File: src/rtl/core_pkg.sv
// ============================================================================
// Module   : core_pkg
// Purpose  : Shared core widths, operand types and the operand-slot state enum.
// Revision : 1.0
// ============================================================================
`default_nettype none

package core_pkg;

    localparam int XLEN       = 32;
    localparam int REG_ADDR_W = 5;

    typedef logic [REG_ADDR_W-1:0] reg_addr_t;
    typedef logic [XLEN-1:0]       xlen_t;

    typedef enum logic [1:0] {
        SLOT_EMPTY = 2'd0,
        SLOT_FRESH = 2'd1,
        SLOT_HELD  = 2'd2
    } slot_state_e;

    // x0 is hardwired to zero, so a write to it never forwards.
    function automatic logic wb_hits(input logic en, input reg_addr_t wa, input reg_addr_t ra);
        return en && (wa == ra) && (ra != '0);
    endfunction

endpackage

`default_nettype wire

File: src/rtl/core_id_operand_slot.sv
// ============================================================================
// Module   : core_id_operand_slot
// Purpose  : One operand lane: slot FSM, issue-edge bypass, stall hold, x0 forcing.
//            Macro CORE_ID_OPERAND_FETCH_SNOOP_EN enables write-back snooping
//            of a presented operand.
// Revision : 1.0
// ============================================================================
`default_nettype none

module core_id_operand_slot
    import core_pkg::*;
(
    input  logic      clk,
    input  logic      rst,
    input  logic      issue,
    input  logic      accept,
    input  reg_addr_t rs,
    input  xlen_t     rf_data,
    input  logic      wb_en,
    input  reg_addr_t wb_addr,
    input  xlen_t     wb_data,
    output xlen_t     data
);

    slot_state_e state_q, state_d;
    reg_addr_t   addr_q, addr_d;
    logic        byp_vld_q, byp_vld_d;
    xlen_t       byp_q, byp_d;
    xlen_t       hold_q, hold_d;
    xlen_t       w_fresh;
    logic        w_snoop_hit;

    assign w_fresh = (addr_q == '0) ? '0 : (byp_vld_q ? byp_q : rf_data);

`ifdef CORE_ID_OPERAND_FETCH_SNOOP_EN
    assign w_snoop_hit = wb_hits(wb_en, wb_addr, addr_q);
`else
    assign w_snoop_hit = 1'b0;
`endif

    always_comb begin
        state_d   = state_q;
        addr_d    = addr_q;
        byp_vld_d = byp_vld_q;
        byp_d     = byp_q;
        hold_d    = hold_q;
        case (state_q)
            SLOT_EMPTY: if (issue) state_d = SLOT_FRESH;
            SLOT_FRESH: begin
                if (accept) begin
                    state_d = issue ? SLOT_FRESH : SLOT_EMPTY;
                end else begin
                    // Stalled: freeze the resolved operand before the RF read port moves on.
                    state_d = SLOT_HELD;
                    hold_d  = w_snoop_hit ? wb_data : w_fresh;
                end
            end
            SLOT_HELD: begin
                if (accept) begin
                    state_d = issue ? SLOT_FRESH : SLOT_EMPTY;
                end else if (w_snoop_hit) begin
                    hold_d = wb_data;
                end
            end
            default: state_d = SLOT_EMPTY;
        endcase
        if (issue) begin
            addr_d    = rs;
            byp_vld_d = wb_hits(wb_en, wb_addr, rs);
            byp_d     = wb_hits(wb_en, wb_addr, rs) ? wb_data : '0;
        end
    end

    always_ff @(posedge clk) begin
        if (rst) begin
            state_q   <= SLOT_EMPTY;
            addr_q    <= '0;
            byp_vld_q <= 1'b0;
            byp_q     <= '0;
            hold_q    <= '0;
        end else begin
            state_q   <= state_d;
            addr_q    <= addr_d;
            byp_vld_q <= byp_vld_d;
            byp_q     <= byp_d;
            hold_q    <= hold_d;
        end
    end

    always_comb begin
        case (state_q)
            SLOT_FRESH: data = w_fresh;
            SLOT_HELD:  data = hold_q;
            default:    data = '0;
        endcase
    end

endmodule

`default_nettype wire

File: src/rtl/core_id_operand_fetch.sv
// ============================================================================
// Module   : core_id_operand_fetch
// Purpose  : Single-entry decode operand-fetch stage with write-back bypass.
//            Macro CORE_ID_OPERAND_FETCH_SNOOP_EN enables operand snooping.
// Revision : 1.0
// ============================================================================
`default_nettype none

module core_id_operand_fetch
    import core_pkg::*;
(
    input  logic      clk,
    input  logic      rst,
    input  logic      in_valid,
    output logic      in_ready,
    input  reg_addr_t in_rs1,
    input  reg_addr_t in_rs2,
    input  xlen_t     in_info,
    output reg_addr_t rf_read_0_addr,
    output reg_addr_t rf_read_1_addr,
    input  xlen_t     rf_read_0_data,
    input  xlen_t     rf_read_1_data,
    input  logic      wb_en,
    input  reg_addr_t wb_addr,
    input  xlen_t     wb_data,
    output logic      out_valid,
    input  logic      out_ready,
    output xlen_t     out_rs1_data,
    output xlen_t     out_rs2_data,
    output xlen_t     out_info
);

    logic  out_valid_q, out_valid_d;
    xlen_t out_info_q, out_info_d;
    logic  w_issue, w_accept;

    assign in_ready       = !out_valid_q || out_ready;
    assign w_issue        = in_valid && in_ready;
    assign w_accept       = out_valid_q && out_ready;
    assign rf_read_0_addr = in_rs1;
    assign rf_read_1_addr = in_rs2;
    assign out_valid      = out_valid_q;
    assign out_info       = out_info_q;

    always_comb begin
        out_valid_d = out_valid_q;
        out_info_d  = out_info_q;
        if (w_issue) begin
            out_valid_d = 1'b1;
            out_info_d  = in_info;
        end else if (w_accept) begin
            out_valid_d = 1'b0;
        end
    end

    always_ff @(posedge clk) begin
        if (rst) begin
            out_valid_q <= 1'b0;
            out_info_q  <= '0;
        end else begin
            out_valid_q <= out_valid_d;
            out_info_q  <= out_info_d;
        end
    end

    core_id_operand_slot u_slot_rs1 (
        .clk     (clk),
        .rst     (rst),
        .issue   (w_issue),
        .accept  (w_accept),
        .rs      (in_rs1),
        .rf_data (rf_read_0_data),
        .wb_en   (wb_en),
        .wb_addr (wb_addr),
        .wb_data (wb_data),
        .data    (out_rs1_data)
    );

    core_id_operand_slot u_slot_rs2 (
        .clk     (clk),
        .rst     (rst),
        .issue   (w_issue),
        .accept  (w_accept),
        .rs      (in_rs2),
        .rf_data (rf_read_1_data),
        .wb_en   (wb_en),
        .wb_addr (wb_addr),
        .wb_data (wb_data),
        .data    (out_rs2_data)
    );

endmodule

`default_nettype wire

File: config.mk
export PLATFORM = sky130hd
export DESIGN_NAME = core_id_operand_fetch
export DESIGN_NICKNAME = d
export VERILOG_FILES = /design/src/rtl/core_pkg.sv /design/src/rtl/core_id_operand_slot.sv /design/src/rtl/core_id_operand_fetch.sv
export SDC_FILE = /design/constraint.sdc
export NUM_CORES = 1
export LEC_CHECK = 0
export CORE_MARGIN = 5
export CORE_UTILIZATION = 42
export CTS_CLUSTER_SIZE = 8
export DETAILED_ROUTE_END_ITERATION = 8
export MAX_ROUTING_LAYER = met4
export PLACE_DENSITY = 0.77
export SLEW_MARGIN = 0
export SYNTH_ARGS = -nofsm -noshare
export SYNTH_HDL_FRONTEND = slang
export SYNTH_SLANG_ARGS = --single-unit
File: constraint.sdc
create_clock -name clk -period 1.8 [get_ports clk]
set_input_delay 0.54 -clock clk [delete_from_list [all_inputs] [get_ports clk]]
set_output_delay 0.54 -clock clk [all_outputs]
set_load 0.01 [all_outputs]
==> out/results.tsv <==
stage	metric	value	unit
status	status	complete, but fails checks	
status	violations	negative setup slack	
setup_path	cp.buffers_inverters	5	
setup_path	crit_chain	inv_2 > ha_4 > inv_4 > a21oi_4 > buf_12 > buf_12 > a22oi_2 > nor2b_1 > buf_2	
placement	dp.cells	1414	
pwr	p_seq_share	36.1	%
clock_network	numCtsBuffers	17	
clock_network	cts_root_buffer	clkbuf_16	
run	maxCapViolations	0	
final_layout	layout.cells.non_filler	1490	
synthesis	yosys.cell_types.count	32	
clock_network	cts_hold_buf	0	
sta	fin_crit	2.371	ns
drt	vias	8398	
sta	rsz0062_at_grt	yes	
synthesis	seq_area_frac_synth	43.26	%
sta	finClkSkew	0.01064	ns
setup_path	startpoint_type	flop	
floorplanning	fp.coreArea	19330	sq um
synthesis	syn_area	8190	sq um
drt	drt_iter0_drc	572	
global_route	grt_first_pass_wirelength	42.88	mm
sta	setup_viol	66	
clock_network	clockBufferDepth	2	
clock_network	clkSlewWorstSetupHoldPaths	0.07	ns
synthesis	yosys_warnings	0	
synthesis	synth.ff_latch_count	177	
placement	gp_congestion	0.8537	
final_layout	seqCellArea	3560	sq um
final_layout	drive_gt1_share	32.79	%
floorplanning	die_height	149.6	um
clock_network	worstSkewPairLatency	0.43	ns
setup_path	max_stage_delay	0.32	ns
synthesis	async_flop_share	0	%
floorplanning	start_util	42.36	%
pwr	finalPower	0.01185	W
final_layout	multi_input_area	4901	sq um
sta	finalMaxSlewViolations	0	
final_layout	area_growth	58.97	%
sta	finalHoldViolations	0	
global_route	grt_antenna_before_repair	1	
placement	pre_cts_slack	-0.7615	ns
synthesis	synth_edf_count	0	
setup_path	crit_fanout	8	
sta	period_share	131.7	%
synthesis	synthCells	927	
final_layout	nets	1366	
pwr	clkPwrFrac	32.2	%
clock_network	cts.sinks	177	
min_path	hold_class	flop to flop	
pwr	p_sw_share	30.70	%
pwr	power_leakage	4.883	nW
clock_network	cts_max_level	4	
pwr	p_int	0.008213	W
setup_path	cpMaxStageDelayCell	dfxtp_2	
drt	viasPerCell	5.636	
sta	worst_pin_slew	0.8689	ns
setup_path	criticalPathCategory	flop to output port	
sta	worst_slack	-0.5710	ns
floorplanning	die_w	149.6	um
synthesis	syn_nets	1083	
synthesis	ys.flop_type	dfxtp_1	
setup_path	worst_path_most_repeated_cell	buf_12	
synthesis	synth.avg_cell_area	8.835	sq um
floorplanning	pin_count	256	
global_route	grt.total_usage	24.90	%
pwr	p_switching	0.003638	W
pwr	ir_drop	0.7076	mV
floorplanning	die_area	22390	sq um
drt	ant_nets	0	
drt	firstDrtPassIters	5	
clock_network	cts_tree	built	
setup_path	crit_family	buffers and inverters	
setup_path	endpoint_kind	output port	
floorplanning	num_rows	51	
global_route	grt_max_degree	67	
setup_path	cp.arrival	1.83	ns
global_route	grt_overflow	0	
sta	max_freq	0.4218	GHz
placement	place_hpwl	18.31	mm
drt	wl	30.65	mm
final_layout	fill_cells	1518	
drt	route.detailed.drc	0	
placement	port_buffers	255	
drt	wl_per_cell	20.57	um
sta	slew_headroom	41.94	%
setup_path	cp.required	1.26	ns
pwr	power.density	910.2	nW/um^2
global_route	grt_pass1_vias	8068	
pwr	p_comb_share	31.8	%
-- area by class of cell --
| class | count | area share, % |
|---|---|---|
| clock inverters | 14 | 1.317 |
| repair buffers | 361 | 27.49 |
| well taps | 265 | 2.547 |
| multi-input cells | 645 | 37.64 |
| diodes | 2 | 0.03844 |
| clock buffers | 18 | 3.373 |
| inverters | 8 | 0.2499 |
| flip-flops and latches | 177 | 27.34 |
-- metal layers --
layer | global-route usage, % | vias up | routed length [um]
li1 | - | 3898 | -
met1 | 29.70 | 4109 | 12340
met2 | 42.47 | 349 | 15420
met3 | 6.299 | 42 | 2346
met4 | 5.904 | 0 | 544
met5 | - | - | 0
-- per-stage QoR --
step	hold slack, ns	utilization (%)	TNS (ns)	cell area (sq um)
2_1_floorplan	0.4323	-	-1.164	8232
3_3_place_gp	0.4378	58.62	-109.30	11330
3_5_place_dp	0.4434	58.62	-113.52	11330
4_1_cts	0.4529	63.57	-33.58	12290
5_1_grt	0.4662	67.33	-39.78	13020
6_report	0.4516	67.34	-33.06	13020
-- what timing repair did --
item | in CTS | in global routing
cloned | 6 | 13
gates resized for setup | 428 | 110
endpoints found under the setup margin | 176 | 104
pin swaps | 9 | 27
setup buffers | 19 | 11
-- cells in the mapped netlist, types with 2 or more instances --
| cell type | count | share of area (%) |
|---|---|---|
| a22o_1 | 2 | 0.21 |
| nor3_1 | 2 | 0.12 |
| nand2b_1 | 2 | 0.15 |
| nand3_1 | 65 | 4.0 |
| clkbuf_1 | 57 | 2.6 |
| ha_1 | 8 | 1.2 |
| nor2b_1 | 65 | 5.0 |
| a22oi_1 | 64 | 5.9 |
| nand2_1 | 157 | 7.2 |
| buf_1 | 7 | 0.32 |
| nand4_1 | 2 | 0.15 |
| buf_2 | 17 | 1.0 |
| nor2_1 | 5 | 0.23 |
| xnor2_1 | 8 | 0.86 |
| dfxtp_1 | 177 | 43 |
| inv_1 | 8 | 0.37 |
| mux2_2 | 65 | 8.9 |
| o41ai_1 | 3 | 0.32 |
| a32o_1 | 64 | 7.8 |
| or3_1 | 2 | 0.15 |
| buf_4 | 12 | 1.1 |
| buf_6 | 6 | 0.82 |
| a21oi_1 | 119 | 7.3 |
| o21ai_0 | 2 | 0.12 |
-- power groups by stage --
stage	clock, W	combinational [W]	sequential, W
after floorplan	0	0.00138	0.00432
after global placement	0	0.00273	0.00430
after detailed placement	0	0.00276	0.00432
after CTS	0.00388	0.00300	0.00425
after global routing	0.00405	0.00397	0.00429
final	0.00381	0.00376	0.00427
-- sequential cells by signal (all words and copies together), names as in the netlist --
name and flops:
u_slot_rs2.state_q 2, out_info 32, u_slot_rs2.byp_q 32, u_slot_rs1.state_q 2
u_slot_rs2.addr_q 5, u_slot_rs1.hold_q 32, u_slot_rs2.hold_q 32, u_slot_rs1.addr_q 5
u_slot_rs1.byp_q 32, u_slot_rs2.byp_vld_q 1, u_slot_rs1.byp_vld_q 1, out_valid 1
-- final timing paths --
| path | startpoint | cells past startpoint | slack, ns | end |
|---|---|---|---|---|
| setup reg to reg | u_slot_rs1.state_q[1] | 9 | -0.08 | u_slot_rs1.state_q[1] |
| setup / recovery | u_slot_rs1.state_q[1] | 9 | -0.57 | out_rs1_data[6] |
| hold reg to reg | out_info[20] | 2 | 0.45 | out_info[20] |
| hold / removal | out_info[20] | 2 | 0.45 | out_info[20] |
-- worst reg2reg max path: cells and delay by family (launching register included) --
kind | cells | cell delay, ns
compound gates | 3 | 0.32
buf+inv | 4 | 0.61
flops | 1 | 0.32
fa+ha+maj | 1 | 0.23
simple gates | 1 | 0.33
-- layout by cell type (no fill, tap or decap), types with 3 or more instances in the layout --
cell             instances
dfxtp_1                168
nand2_1                157
clkdlybuf4s50_1        136
a21oi_1                111
nand3_1                 65
a32o_1                  64
a22oi_2                 61
buf_4                   57
buf_2                   56
nor2b_1                 46
mux2_2                  41
dlygate4sd2_1           40
clkbuf_16               26
buf_6                   26
mux2_4                  24
buf_12                  21
nor2b_4                 12
nor2b_2                  7
dfxtp_2                  7
xnor2_1                  6
a21oi_4                  5
ha_4                     5
clkdlybuf4s15_2          5
inv_2                    4
a21oi_2                  4
inv_6                    4
buf_8                    4
a22oi_1                  3
inv_1                    3
o41ai_4                  3
ha_1                     3
-- cells by family (layout without fill, tap and decap cells) --
| kind of cell | count (synthesis) | count (layout) | synth area share, % |
|---|---|---|---|
| other cells | 0 | 2 | 0 |
| compound gates | 257 | 258 | 21.91 |
| xor+xnor | 8 | 8 | 0.8555 |
| fa+ha+maj | 8 | 8 | 1.222 |
| flops | 177 | 177 | 43.26 |
| simple gates | 305 | 306 | 17.55 |
| buf+inv | 107 | 401 | 6.263 |
| mux | 65 | 65 | 8.937 |
Note: power is estimated with default switching activity, not from simulation.
